--- src/rtl/relay_pkg.sv ---
// Shared constants for the single-wire relay link (transmit and receive sides).
// Holds bit timing, line levels and the transmitter state encoding.
package relay_pkg;

   localparam int   RELAY_SAMPLES_PER_BIT = 32;
   localparam int   RELAY_DATA_BITS       = 8;
   localparam logic RELAY_START_LEVEL     = 1'b1;
   localparam logic RELAY_IDLE_LEVEL      = 1'b0;

   typedef enum logic [1:0] {
      TX_IDLE  = 2'd0,
      TX_START = 2'd1,
      TX_DATA  = 2'd2
   } tx_state_e;

endpackage

--- src/rtl/relay_fifo.sv ---
// Small synchronous FIFO with count; read data comes straight from the storage flops.
// Pushes while full and pops while empty are dropped.
module relay_fifo #(
   parameter int WIDTH = 8,
   parameter int DEPTH = 4
) (
   input  logic                     clk,
   input  logic                     reset,
   input  logic                     push,
   input  logic [WIDTH-1:0]         wr_data,
   input  logic                     pop,
   output logic [WIDTH-1:0]         rd_data,
   output logic                     full,
   output logic                     empty,
   output logic [$clog2(DEPTH):0]   count
);

   localparam int PW = $clog2(DEPTH);
   localparam int CW = PW + 1;

   logic [WIDTH-1:0] mem_q [DEPTH];
   logic [WIDTH-1:0] mem_d [DEPTH];
   logic [PW-1:0]    wr_ptr_q, wr_ptr_d;
   logic [PW-1:0]    rd_ptr_q, rd_ptr_d;
   logic [CW-1:0]    count_q, count_d;
   logic             push_ok_s;
   logic             pop_ok_s;

   assign full      = (count_q == CW'(DEPTH));
   assign empty     = (count_q == CW'(0));
   assign count     = count_q;
   assign rd_data   = mem_q[rd_ptr_q];
   assign push_ok_s = push && !full;
   assign pop_ok_s  = pop && !empty;

   // Next-state for storage, pointers and occupancy.
   always_comb begin
      mem_d    = mem_q;
      wr_ptr_d = wr_ptr_q;
      rd_ptr_d = rd_ptr_q;
      count_d  = count_q;
      if (push_ok_s) begin
         mem_d[wr_ptr_q] = wr_data;
         wr_ptr_d        = wr_ptr_q + PW'(1);
      end else begin
         wr_ptr_d = wr_ptr_q;
      end
      if (pop_ok_s) begin
         rd_ptr_d = rd_ptr_q + PW'(1);
      end else begin
         rd_ptr_d = rd_ptr_q;
      end
      case ({push_ok_s, pop_ok_s})
         2'b10:   count_d = count_q + CW'(1);
         2'b01:   count_d = count_q - CW'(1);
         default: count_d = count_q;
      endcase
   end

   // State registers with synchronous flush.
   always_ff @(posedge clk) begin
      if (reset) begin
         for (int i = 0; i < DEPTH; i++) mem_q[i] <= '0;
         wr_ptr_q <= '0;
         rd_ptr_q <= '0;
         count_q  <= '0;
      end else begin
         mem_q    <= mem_d;
         wr_ptr_q <= wr_ptr_d;
         rd_ptr_q <= rd_ptr_d;
         count_q  <= count_d;
      end
   end

endmodule

--- src/rtl/relay_transmit.sv ---
// Relay link transmitter: buffers bytes and sends start bit plus MSB-first data,
// each bit held SAMPLES_PER_BIT clocks; consecutive frames are sent without a gap.
module relay_transmit
   import relay_pkg::*;
#(
   parameter int SAMPLES_PER_BIT = RELAY_SAMPLES_PER_BIT,
   parameter int DATA_BITS       = RELAY_DATA_BITS,
   parameter int FIFO_DEPTH      = 4
) (
   input  logic                 clk,
   input  logic                 reset,
   input  logic [DATA_BITS-1:0] data_in,
   input  logic                 data_valid,
   output logic                 data_ready,
   output logic                 data_out,
   output logic                 busy
);

   localparam int SCW = $clog2(SAMPLES_PER_BIT);
   localparam int BCW = $clog2(DATA_BITS + 1);
   localparam int FCW = $clog2(FIFO_DEPTH) + 1;

   tx_state_e            state_q, state_d;
   logic [SCW-1:0]       sample_cnt_q, sample_cnt_d;
   logic [BCW-1:0]       bit_cnt_q, bit_cnt_d;
   logic [DATA_BITS-1:0] shift_q, shift_d;
   logic                 data_out_q, data_out_d;
   logic                 push_s, pop_s;
   logic                 sample_last_s, bit_last_s;
   logic [DATA_BITS-1:0] fifo_rd_data_s;
   logic                 fifo_full_s, fifo_empty_s;
   logic [FCW-1:0]       fifo_count_s;

   relay_fifo #(.WIDTH(DATA_BITS), .DEPTH(FIFO_DEPTH)) u_fifo (
      .clk     (clk),
      .reset   (reset),
      .push    (push_s),
      .wr_data (data_in),
      .pop     (pop_s),
      .rd_data (fifo_rd_data_s),
      .full    (fifo_full_s),
      .empty   (fifo_empty_s),
      .count   (fifo_count_s)
   );

   assign data_ready    = !reset && !fifo_full_s;
   assign push_s        = data_valid && data_ready;
   assign busy          = (state_q != TX_IDLE) || (fifo_count_s != FCW'(0));
   assign data_out      = data_out_q;
   assign sample_last_s = (sample_cnt_q == SCW'(SAMPLES_PER_BIT - 1));
   assign bit_last_s    = (bit_cnt_q == BCW'(DATA_BITS - 1));

   // Frame sequencing; the line level is computed for the state being entered.
   always_comb begin
      state_d      = state_q;
      sample_cnt_d = sample_cnt_q;
      bit_cnt_d    = bit_cnt_q;
      shift_d      = shift_q;
      pop_s        = 1'b0;
      case (state_q)
         TX_IDLE: begin
            if (!fifo_empty_s) begin
               pop_s        = 1'b1;
               shift_d      = fifo_rd_data_s;
               bit_cnt_d    = BCW'(0);
               sample_cnt_d = SCW'(0);
               state_d      = TX_START;
            end else begin
               state_d = TX_IDLE;
            end
         end
         TX_START: begin
            if (sample_last_s) begin
               sample_cnt_d = SCW'(0);
               state_d      = TX_DATA;
            end else begin
               sample_cnt_d = sample_cnt_q + SCW'(1);
            end
         end
         TX_DATA: begin
            if (sample_last_s) begin
               sample_cnt_d = SCW'(0);
               shift_d      = {shift_q[DATA_BITS-2:0], 1'b0};
               bit_cnt_d    = bit_cnt_q + BCW'(1);
               if (bit_last_s) begin
                  bit_cnt_d = BCW'(0);
                  // Chain straight into the next start bit when more data is waiting.
                  if (!fifo_empty_s) begin
                     pop_s   = 1'b1;
                     shift_d = fifo_rd_data_s;
                     state_d = TX_START;
                  end else begin
                     state_d = TX_IDLE;
                  end
               end else begin
                  state_d = TX_DATA;
               end
            end else begin
               sample_cnt_d = sample_cnt_q + SCW'(1);
            end
         end
         default: begin
            state_d = TX_IDLE;
         end
      endcase
      case (state_d)
         TX_START: data_out_d = RELAY_START_LEVEL;
         TX_DATA:  data_out_d = shift_d[DATA_BITS-1];
         default:  data_out_d = RELAY_IDLE_LEVEL;
      endcase
   end

   // State, counters, shift register and line register.
   always_ff @(posedge clk) begin
      if (reset) begin
         state_q      <= TX_IDLE;
         sample_cnt_q <= '0;
         bit_cnt_q    <= '0;
         shift_q      <= '0;
         data_out_q   <= RELAY_IDLE_LEVEL;
      end else begin
         state_q      <= state_d;
         sample_cnt_q <= sample_cnt_d;
         bit_cnt_q    <= bit_cnt_d;
         shift_q      <= shift_d;
         data_out_q   <= data_out_d;
      end
   end

endmodule

--- config.mk ---
export PLATFORM = sky130hd
export DESIGN_NAME = relay_transmit
export DESIGN_NICKNAME = d
export VERILOG_FILES = /design/src/rtl/relay_pkg.sv /design/src/rtl/relay_fifo.sv /design/src/rtl/relay_transmit.sv
export SDC_FILE = /design/constraint.sdc
export NUM_CORES = 1
export LEC_CHECK = 0
export BUFFER_PORTS_ARGS = -buffer_cell sky130_fd_sc_hd__buf_2
export CAP_MARGIN = 20
export CORE_MARGIN = 4
export CORE_UTILIZATION = 30
export DETAILED_ROUTE_END_ITERATION = 7
export GPL_TIMING_DRIVEN = 0
export PLACE_DENSITY_LB_ADDON = 0.15
export SETUP_SLACK_MARGIN = 0.4
export SYNTH_ARGS = -nofsm -noshare
export SYNTH_HDL_FRONTEND = slang
export SYNTH_SLANG_ARGS = --single-unit
export TNS_END_PERCENT = 50
--- constraint.sdc ---
create_clock -name clk -period 3.08 [get_ports clk]
set_input_delay 0.924 -clock clk [delete_from_list [all_inputs] [get_ports clk]]
set_output_delay 0.924 -clock clk [all_outputs]
set_load 0.02 [all_outputs]
==> summary.md, run 1 <==
| Metric | Value |
|---|---|
| Status | `complete, no violations` |
| Vias in the first global route | `2212` |
| Hold slack | `0.480 ns` |
| Fin. max-slew vios | `0` |
| CP top delay family | `buffers and inverters` |
| Worst-path clk slew | `0.07 ns` |
| Max Freq | `375 MHz` |
| Die width | `106 um` |
| Max cap viols | `0` |
| Die H | `106 um` |
| Ys async rst share | `0%` |
| Core ar. | `9330 sq um` |
| Worst-path fanout max | `10` |
| Cell mode on critical path | `buf_2` |
| Syn Nets | `324` |
| RSZ-0062 raised after global routing | `true` |
| Total GRT Usage | `13.0%` |
| CTS Buffer Depth | `2` |
| Post-layout util | `37.2%` |
| Clk Tree Root Cell | `clkbuf_8` |
| YS warnings | `0` |
| Buf/Inv on CP | `4` |
| Count leader, synth | `dfxtp_1` |
| Sequential cell area fraction in the yosys report | `40.7%` |
| Fin nets | `354` |
| HPWL after DPL | `4610 um` |
| Layout area overhead | `19.6%` |
| DRT iter0 DRCs | `66` |
| Antenna violations before repair | `0` |
| Hold-fix buffers, CTS | `0` |
| Worst path cell trace | `buf_2 -> clkbuf_2 -> buf_2 -> nor2b_1 -> buf_2` |
| Syn Inst Count | `298` |
| Top cells by area, synth | `dfxtp_1 41%, mux2i_1 11%, mux4_2 6.2%, nor2_1 6.1%, ha_1 6.0%` |
| Clk Latency, worst-skew pair | `0.35 ns` |
| Residual DRC | `0` |
| Port-buffer cells | `13` |
| Avg WL per Cell | `14.8 um` |
| CP arrival | `1.74 ns` |
| Die area | `11300 sq um` |
| Worst setup EP type | `output pin` |
| Final hold viol count | `0` |
| Post-synth top area cell | `dfxtp_1` |
| Setup TNS | `0 ns` |
| Post-synthesis area per instance | `9.74 sq um` |
| GRT overflow | `0` |
| Synth top cells by count | `59 x dfxtp_1, 47 x nor2_1, 32 x mux2i_1` |
| Largest family of logic cells by synthesized area | `multiplexers` |
| # clock sinks | `59` |
| DR vias/cell | `4.76` |
| Final instance area | `3470 sq um` |
| Startpoint class of the critical path | `input pin` |
| Fill count | `937` |
| Worst-Margin Slew | `0.640 ns` |
| Inserted Clock Buffers | `9` |
| Adder and majority gate portion of the synthesized area | `6.73%` |
| CTS tree | `done` |
| Simple-Gate Fraction of Synth Area | `16.8%` |
| Post-layout min period | `2.67 ns` |
| Antenna fix cells | `0` |
| Synth Flop Type | `dfxtp_1` |
| IO Pins | `14` |
| Worst setup path class | `input pin to output pin` |
| Vias | `2197` |
| First-pass GRT wire length | `11500 um` |
| Final Setup Violations | `0` |
| ANT nets after route | `0` |
| CP max-delay cell | `buf_2` |
| DP Area | `3150 sq um` |
| Synth top area share | `40.7%` |
| Worst Skew | `0.0127 ns` |
| Period utilization | `86.6%` |
| First-pass DRT Iterations | `4` |
| Total wire length | `6820 um` |
| HP Class | `flip-flop to flip-flop` |
| Required time of the critical path | `2.16 ns` |
| Mapped Area | `2900 sq um` |
| H-tree depth | `3` |
| Slowest stage delay, CP | `0.22 ns` |
| Lkg Pwr | `1.49 nW` |
| Largest net degree at the start of global routing | `14` |
| Post-Synth XOR/XNOR Area | `1.21%` |
| Post-synth EDFFs | `0` |
| Post-synthesis mux area share | `18.0%` |
| Pwr Total | `2.44 mW` |
| Library cells used by synthesis | `47` |
| Power per cell area | `704 nW/um^2` |
| Sequential Area | `1180 sq um` |
| Register bit total from synthesis | `59` |
| Initial core utilization | `31.1%` |
| Peak VDD IR | `0.341 mV` |
| Multi-input logic area | `1640 sq um` |
| Synth Area in Compound Gates | `10.9%` |
| Slew HR | `57.3%` |
| Layout cells sized above 1 | `24.0%` |
| GPL Wtd Cong | `0.713` |
| FP Rows | `35` |
[sequential cells by signal (all words and copies together) (netlist names)]
| register | flops |
|---|---|
| u_fifo.wr_ptr_q | 2 |
| state_q | 2 |
| shift_q | 8 |
| bit_cnt_q | 4 |
| u_fifo.count | 3 |
| sample_cnt_q | 5 |
| u_fifo.mem_q | 32 |
| data_out | 1 |
| u_fifo.rd_ptr_q | 2 |
[kinds of logic (layout without fill, tap and decap cells)]
group	Yosys count	after routing
AO/OA/AOI/OAI	51	51
XOR/XNOR	4	4
adder cells (fa/ha/maj)	15	15
buffers and inverters	33	68
flip-flops	59	59
multiplexers	42	42
AND/OR/NAND/NOR	94	94
[area by class of cell]
cell class / count / area share (%)
buffer: 19 / 3.43
clock buffer: 9 / 3.57
clock inverter: 7 / 2.34
inverter: 14 / 1.59
multi-input combinational: 206 / 47.1
sequential: 59 / 34.1
tap: 129 / 4.65
timing repair buffer: 19 / 3.17
[metrics by stage]
stage	std cells	setup WS, ns
final	462	0.412
after CTS	460	0.398
after global placement	440	0.0688
after detailed placement	440	0.0755
after floorplan	298	0.404
after global routing	462	0.322
[power breakdown]
group / internal, mW / switching (mW) / leakage (nW)
registers: 0.838 / 0.0530 / 0.480
logic: 0.365 / 0.442 / 0.907
clock network: 0.386 / 0.359 / 0.101
total: 1.59 / 0.854 / 1.49
[placed cells by master, fill, tap and decap left out, drive strengths merged, types with 2 or more instances in the layout]
cell type,count
nor2,47
or4,3
a21oi,17
nand4,2
nand4b,5
o21ai,12
nor2b,4
and2,4
dfxtp,59
mux4,8
or3,3
and3,2
buf,32
inv,18
nand3,5
clkbuf,15
a211oi,8
nand3b,2
mux2i,32
nand2b,3
nor3,2
ha,14
mux2,2
nand2,7
xor2,3
a31oi,6
[what timing repair did]
action	4_1_cts	5_1_grt
gates cloned	0	0
setup buffers	4	2
gates resized for setup	14	4
endpoints found under the setup margin	4	3
pin swaps	0	3
[worst register-to-register path, cell delays in order (launching register included)]
cell     delay (ns)
dfxtp_2        0.36
ha_4           0.15
and3_4         0.19
ha_4           0.15
and2_4         0.14
buf_6          0.10
a21oi_4        0.07
or2_4          0.26
inv_4          0.06
ha_4           0.12
inv_1          0.05
fa_2           0.33
xor2_1         0.15
or3_1          0.36
a21oi_2        0.11
[routing by layer]
layer  global-route usage (%)  vias to the layer above  part of all wire, %
met5                        0                        -                    0
met4                     4.81                        0                  1.0
met3                     3.04                        4                  2.5
met2                     20.3                       25                   47
met1                     17.5                     1045                   50
li1                         -                     1123                    -
[path summary, 6_finish.rpt]
| kind | startpoint | to | slack [ns] | cells after the start |
|---|---|---|---|---|
| setup / recovery | reset | data_ready | 0.41 | 5 |
| hold / removal | bit_cnt_q[1] | bit_cnt_q[1] | 0.48 | 2 |
| setup reg to reg | sample_cnt_q[0] | u_fifo.count[2] | 0.42 | 14 |
| hold reg to reg | bit_cnt_q[1] | bit_cnt_q[1] | 0.48 | 2 |
Power figures use the tool's default switching activity.
==> run 2: changes to the inputs <==
- GPL_TIMING_DRIVEN: 0 -> not set
- PLACE_DENSITY: not set -> 0.54
- PLACE_DENSITY_LB_ADDON: 0.15 -> not set
==> run 2 against run 1 <==
Register-to-register slack better by 0.06 ns. Power is 6.7% lower. Count of clock-buffer cells in the layout is 1 higher. Global-route usage is 1.8 points lower. Combinational power is 13% lower. Clock power is 12% lower. Clock skew is 0.0018 ns lower. Via count is 3.6% lower. Utilization is 1.1 points lower. Cell area is 2.9% lower. Wire length is 11% lower. Sequential power is 3.1% higher. Critical path type is now flip-flop to output pin. Critical endpoint is now busy.
==> summary.md, run 2 (same netlist as run 1, synthesis figures left out) <==
| Metric | Value |
|---|---|
| Status | `complete, no violations` |
| Worst Skew | `0.0110 ns` |
| Startpoint class of the critical path | `flip-flop` |
| Post-layout util | `36.1%` |
| Clk Latency, worst-skew pair | `0.33 ns` |
| Core ar. | `9330 sq um` |
| Worst setup path class | `flip-flop to output pin` |
| Initial core utilization | `31.1%` |
| Slew HR | `56.6%` |
| GRT overflow | `0` |
| Max cap viols | `0` |
| Worst-path clk slew | `0.07 ns` |
| Biggest regs | `u_fifo.mem_q x32, shift_q x8, sample_cnt_q x5` |
| Post-layout min period | `2.64 ns` |
| Setup TNS | `0 ns` |
| H-tree depth | `3` |
| Fill count | `966` |
| Layout area overhead | `16.1%` |
| FF-to-FF Start | `sample_cnt_q[0]` |
| Worst setup EP type | `output pin` |
| Fin. max-slew vios | `0` |
| Inserted Clock Buffers | `9` |
| Worst-Margin Slew | `0.651 ns` |
| Worst-path fanout max | `5` |
| DR vias/cell | `4.73` |
| DP Area | `3080 sq um` |
| Die H | `106 um` |
| Vias in the first global route | `2078` |
| CP startpoint | `state_q[0]` |
| Hold-fix buffers, CTS | `0` |
| HP Class | `flip-flop to flip-flop` |
| Avg WL per Cell | `13.5 um` |
| GPL Wtd Cong | `0.733` |
| Fin nets | `340` |
| Antenna violations before repair | `0` |
| CP endpoint | `busy` |
| CP arrival | `1.72 ns` |
| Hold depth | `2` |
| Peak VDD IR | `0.199 mV` |
| Port-buffer cells | `13` |
| Die width | `106 um` |
| Cells on worst reg2reg path | `13` |
| Multi-input logic area | `1640 sq um` |
| First-pass DRT Iterations | `4` |
| Period utilization | `85.7%` |
| CTS tree | `done` |
| DRT iter0 DRCs | `77` |
| Final Setup Violations | `0` |
| Reg2Reg Setup Slack | `0.48 ns` |
| # clock sinks | `59` |
| Residual DRC | `0` |
| Layout cells sized above 1 | `22.9%` |
| Total GRT Usage | `11.2%` |
| Max reg flops | `32` |
| Most frequent cells in the layout | `57 x dfxtp_1, 47 x nor2_1, 32 x mux2i_1, 16 x a21oi_1, 13 x buf_2` |
| Max Freq | `379 MHz` |
| IO Pins | `14` |
| ANT nets after route | `0` |
| Lkg Pwr | `1.43 nW` |
| First-pass GRT wire length | `9980 um` |
| Most common cell after layout, fill and taps aside | `dfxtp_1` |
| RR Endpoint | `u_fifo.count[2]` |
| Sequential Area | `1180 sq um` |
| Required time of the critical path | `2.16 ns` |
| Largest net degree at the start of global routing | `64` |
| HPWL after DPL | `3930 um` |
| Die area | `11300 sq um` |
| Total wire length | `6050 um` |
| Power per cell area | `676 nW/um^2` |
| Final instance area | `3370 sq um` |
| Clk Tree Root Cell | `clkbuf_8` |
| FP Rows | `35` |
| Antenna fix cells | `0` |
| Biggest register | `u_fifo.mem_q` |
| RSZ-0062 raised after global routing | `true` |
| Vias | `2118` |
| Final hold viol count | `0` |
| CTS Buffer Depth | `2` |
[run 2: cell count changes in the layout (fill, tap and decap cells not counted), sizes merged]
cell / delta
clkinvlp: +1
buf: -8
inv: -1
bufinv: -1
clkbuf: -5
[run 2: cell type report]
cell class | count | area share [%]
multi-input combinational | 206 | 48.6
sequential | 59 | 35.1
tap | 129 | 4.79
timing repair buffer | 24 | 4.38
clock buffer | 10 | 4.08
inverter | 14 | 1.63
clock inverter | 6 | 1.37
[run 2: repair_timing]
| action | CTS | global route |
|---|---|---|
| resized for setup | 5 | 11 |
| setup buffers | 2 | 3 |
| setup endpoints to repair | 2 | 2 |
| pin swaps | 0 | 5 |
| hold endpoints to repair | 0 | 0 |
[run 2: how the worst min path moves through the flow]
| stage | startpoint | to |
|---|---|---|
| finish | bit_cnt_q[1] | bit_cnt_q[1] |
| global route | bit_cnt_q[1] | bit_cnt_q[1] |
| CTS | sample_cnt_q[4] | sample_cnt_q[4] |
| detailed placement | sample_cnt_q[4] | sample_cnt_q[4] |
| global placement | sample_cnt_q[4] | sample_cnt_q[4] |
| floorplan | sample_cnt_q[4] | sample_cnt_q[4] |
[run 2: per-stage QoR]
stage	instances	power (mW)	hold WS [ns]	setup slack [ns]
global route	448	2.44	0.501	0.351
finish	448	2.28	0.479	0.440
detailed placement	427	1.58	0.455	0.325
floorplan	298	1.46	0.439	0.404
global placement	427	1.57	0.450	0.375
CTS	445	2.27	0.463	0.381
[run 2: per-layer routing]
layer / part of all wire (%) / global-route usage, %
met1: 49 / 14.1
met2: 46 / 17.6
met3: 3.6 / 3.40
met4: 1.2 / 4.72
met5: 0 / 0
[run 2: where the power goes]
group,total [mW],internal [mW],switching [mW],leakage [nW]
logic,0.703,0.315,0.388,0.859
clock network,0.657,0.320,0.336,0.0897
registers,0.919,0.839,0.0808,0.480
[run 2: critical path, stage by stage, from the launching register on]
cell and delay (ns):
dfxtp_1 0.35, inv_1 0.13, ha_4 0.19, or4b_4 0.52, buf_2 0.19
==> run 3: changes to the inputs <==
- REMOVE_ABC_BUFFERS: not set -> 1
==> run 3 against run 2 <==
Flip-flop and latch count is the same. Critical path depth is the same. Power grew 2.7%. Worst setup slack gained 0.031 ns. Worst hold slack lost 0.0023 ns. Cell count shrank 0.45%. Critical endpoint unchanged. First-iteration DRC count grew 22%.
==> summary.md, run 3 (same netlist as run 1, synthesis figures left out) <==
| Metric | Value |
|---|---|
| First-pass GRT wire length | `10500 um` |
| Die H | `106 um` |
| Multi-input logic area | `1620 sq um` |
| Most frequent cells in the layout | `57 x dfxtp_1, 47 x nor2_1, 32 x mux2i_1, 17 x a21oi_1` |
| Biggest regs | `u_fifo.mem_q x32, shift_q x8, sample_cnt_q x5` |
| First-pass DRT Iterations | `4` |
| Buf/Inv on CP | `2` |
| Largest net degree at the start of global routing | `57` |
| Sequential Area | `1190 sq um` |
| Sw frac | `34.8%` |
| Final Setup Violations | `0` |
| HP Class | `flip-flop to flip-flop` |
| Fin. max-slew vios | `0` |
| Post-layout min period | `2.61 ns` |
| DR vias/cell | `4.80` |
| Period utilization | `84.7%` |
| Peak VDD IR | `0.247 mV` |
| Power share of the clock group | `32.0%` |
| Hold-fix buffers, CTS | `0` |
| Worst-Margin Slew | `0.609 ns` |
| CP max-delay cell | `or4b_4` |
| DRT iter0 DRCs | `94` |
| Vias in the first global route | `2142` |
| IO Pins | `14` |
| Worst path cell trace | `inv_1 -> ha_4 -> or4b_4 -> buf_2` |
| Die area | `11300 sq um` |
| Slowest stage delay, CP | `0.51 ns` |
| Layout area overhead | `15.7%` |
| Status | `complete, no violations` |
| Port-buffer cells | `13` |
| Initial core utilization | `31.1%` |
| Avg WL per Cell | `13.8 um` |
| HPWL after DPL | `4090 um` |
| Antenna fix cells | `0` |
| Worst-path fanout max | `5` |
| Most common cell after layout, fill and taps aside | `dfxtp_1` |
| Biggest register | `u_fifo.mem_q` |
| Setup TNS | `0 ns` |
| Worst setup EP type | `output pin` |
| Die width | `106 um` |
| Total wire length | `6180 um` |
| Worst-path clk slew | `0.08 ns` |
| Flop pwr share | `39.4%` |
| Power per cell area | `697 nW/um^2` |
| Required time of the critical path | `2.16 ns` |
| Lkg Pwr | `1.43 nW` |
| Startpoint class of the critical path | `flip-flop` |
| Pwr Total | `2.34 mW` |
| Inserted Clock Buffers | `9` |
| CTS tree | `done` |
| Vias | `2143` |
| Max Freq | `383 MHz` |
| Fill count | `963` |
| # clock sinks | `59` |
| Power Internal | `1.52 mW` |
| Max reg flops | `32` |
| Worst Skew | `0.0120 ns` |
| Comb power frac | `28.7%` |
| Clk Tree Root Cell | `clkbuf_8` |
| GRT overflow | `0` |
| H-tree depth | `3` |
| Clk Latency, worst-skew pair | `0.35 ns` |
| RSZ-0062 raised after global routing | `true` |
| CP arrival | `1.69 ns` |
| Final hold viol count | `0` |
| Antenna violations before repair | `0` |
| CTS Buffer Depth | `2` |
| ANT nets after route | `0` |
| Total GRT Usage | `11.7%` |
| Slew HR | `59.2%` |
| Core ar. | `9330 sq um` |
| Fin nets | `338` |
| Worst setup path class | `flip-flop to output pin` |
| GPL Wtd Cong | `0.754` |
| FP Rows | `35` |
| CP top delay family | `simple AND/OR/NAND/NOR gates` |
| Layout cells sized above 1 | `21.5%` |
| Residual DRC | `0` |
| Net Sw Power | `0.814 mW` |
| Max cap viols | `0` |
run 3: worst register-to-register path, cell delays in order, from the launching register on:
cell     delay, ns
dfxtp_4       0.37
ha_4          0.14
and3_4        0.19
ha_4          0.15
and2_4        0.14
a21oi_1       0.07
or2_4         0.25
inv_1         0.07
ha_2          0.17
inv_1         0.05
fa_2          0.33
xor2_1        0.15
or3_1         0.30
a21oi_1       0.14
run 3: layout make-up:
type                    instances  area share [%]
multi-input cells             206            48.2
repair buffers                 22            3.95
well taps                     129            4.81
flip-flops and latches         59            35.3
clock buffers                   9            3.69
inverters                      14            1.57
clock inverters                 7            2.50
run 3: metal layers:
metal	global-route usage (%)	wire (um)	up-vias
met3	3.70	272	7
met4	4.63	73	0
met1	15.0	3000	1021
met5	0	0	-
li1	-	-	1081
met2	18.2	2830	34
run 3: final timing paths:
| path | slack [ns] | depth (start not counted) | end | start |
|---|---|---|---|---|
| setup / recovery | 0.47 | 4 | busy | state_q[0] |
| hold / removal | 0.48 | 2 | bit_cnt_q[1] | bit_cnt_q[1] |
| setup reg to reg | 0.50 | 13 | u_fifo.count[2] | sample_cnt_q[0] |
| hold reg to reg | 0.48 | 2 | bit_cnt_q[1] | bit_cnt_q[1] |
run 3: stage by stage:
stage                     hold slack (ns)  std cells  worst slack (ns)  area, sq um  util (%)
after global placement              0.448        429             0.309         3080      33.0
final                               0.477        446             0.471         3360      36.0
after floorplan                     0.430        279             0.270         2790         -
after global routing                0.513        446             0.362         3360      36.0
after CTS                           0.470        445             0.381         3300      35.4
after detailed placement            0.458        429             0.278         3080      33.0
run 3: power groups by stage:
stage | Combinational (mW) | Sequential [mW] | Clock, mW
floorplan | 0.472 | 0.915 | 0
global placement | 0.624 | 0.932 | 0
detailed placement | 0.637 | 0.935 | 0
CTS | 0.656 | 0.920 | 0.773
global route | 0.754 | 0.937 | 0.808
finish | 0.671 | 0.921 | 0.747
run 3: repair_timing:
action,4_1_cts,5_1_grt
endpoints found under the setup margin,2,2
resized for setup,8,9
setup buffers,0,1
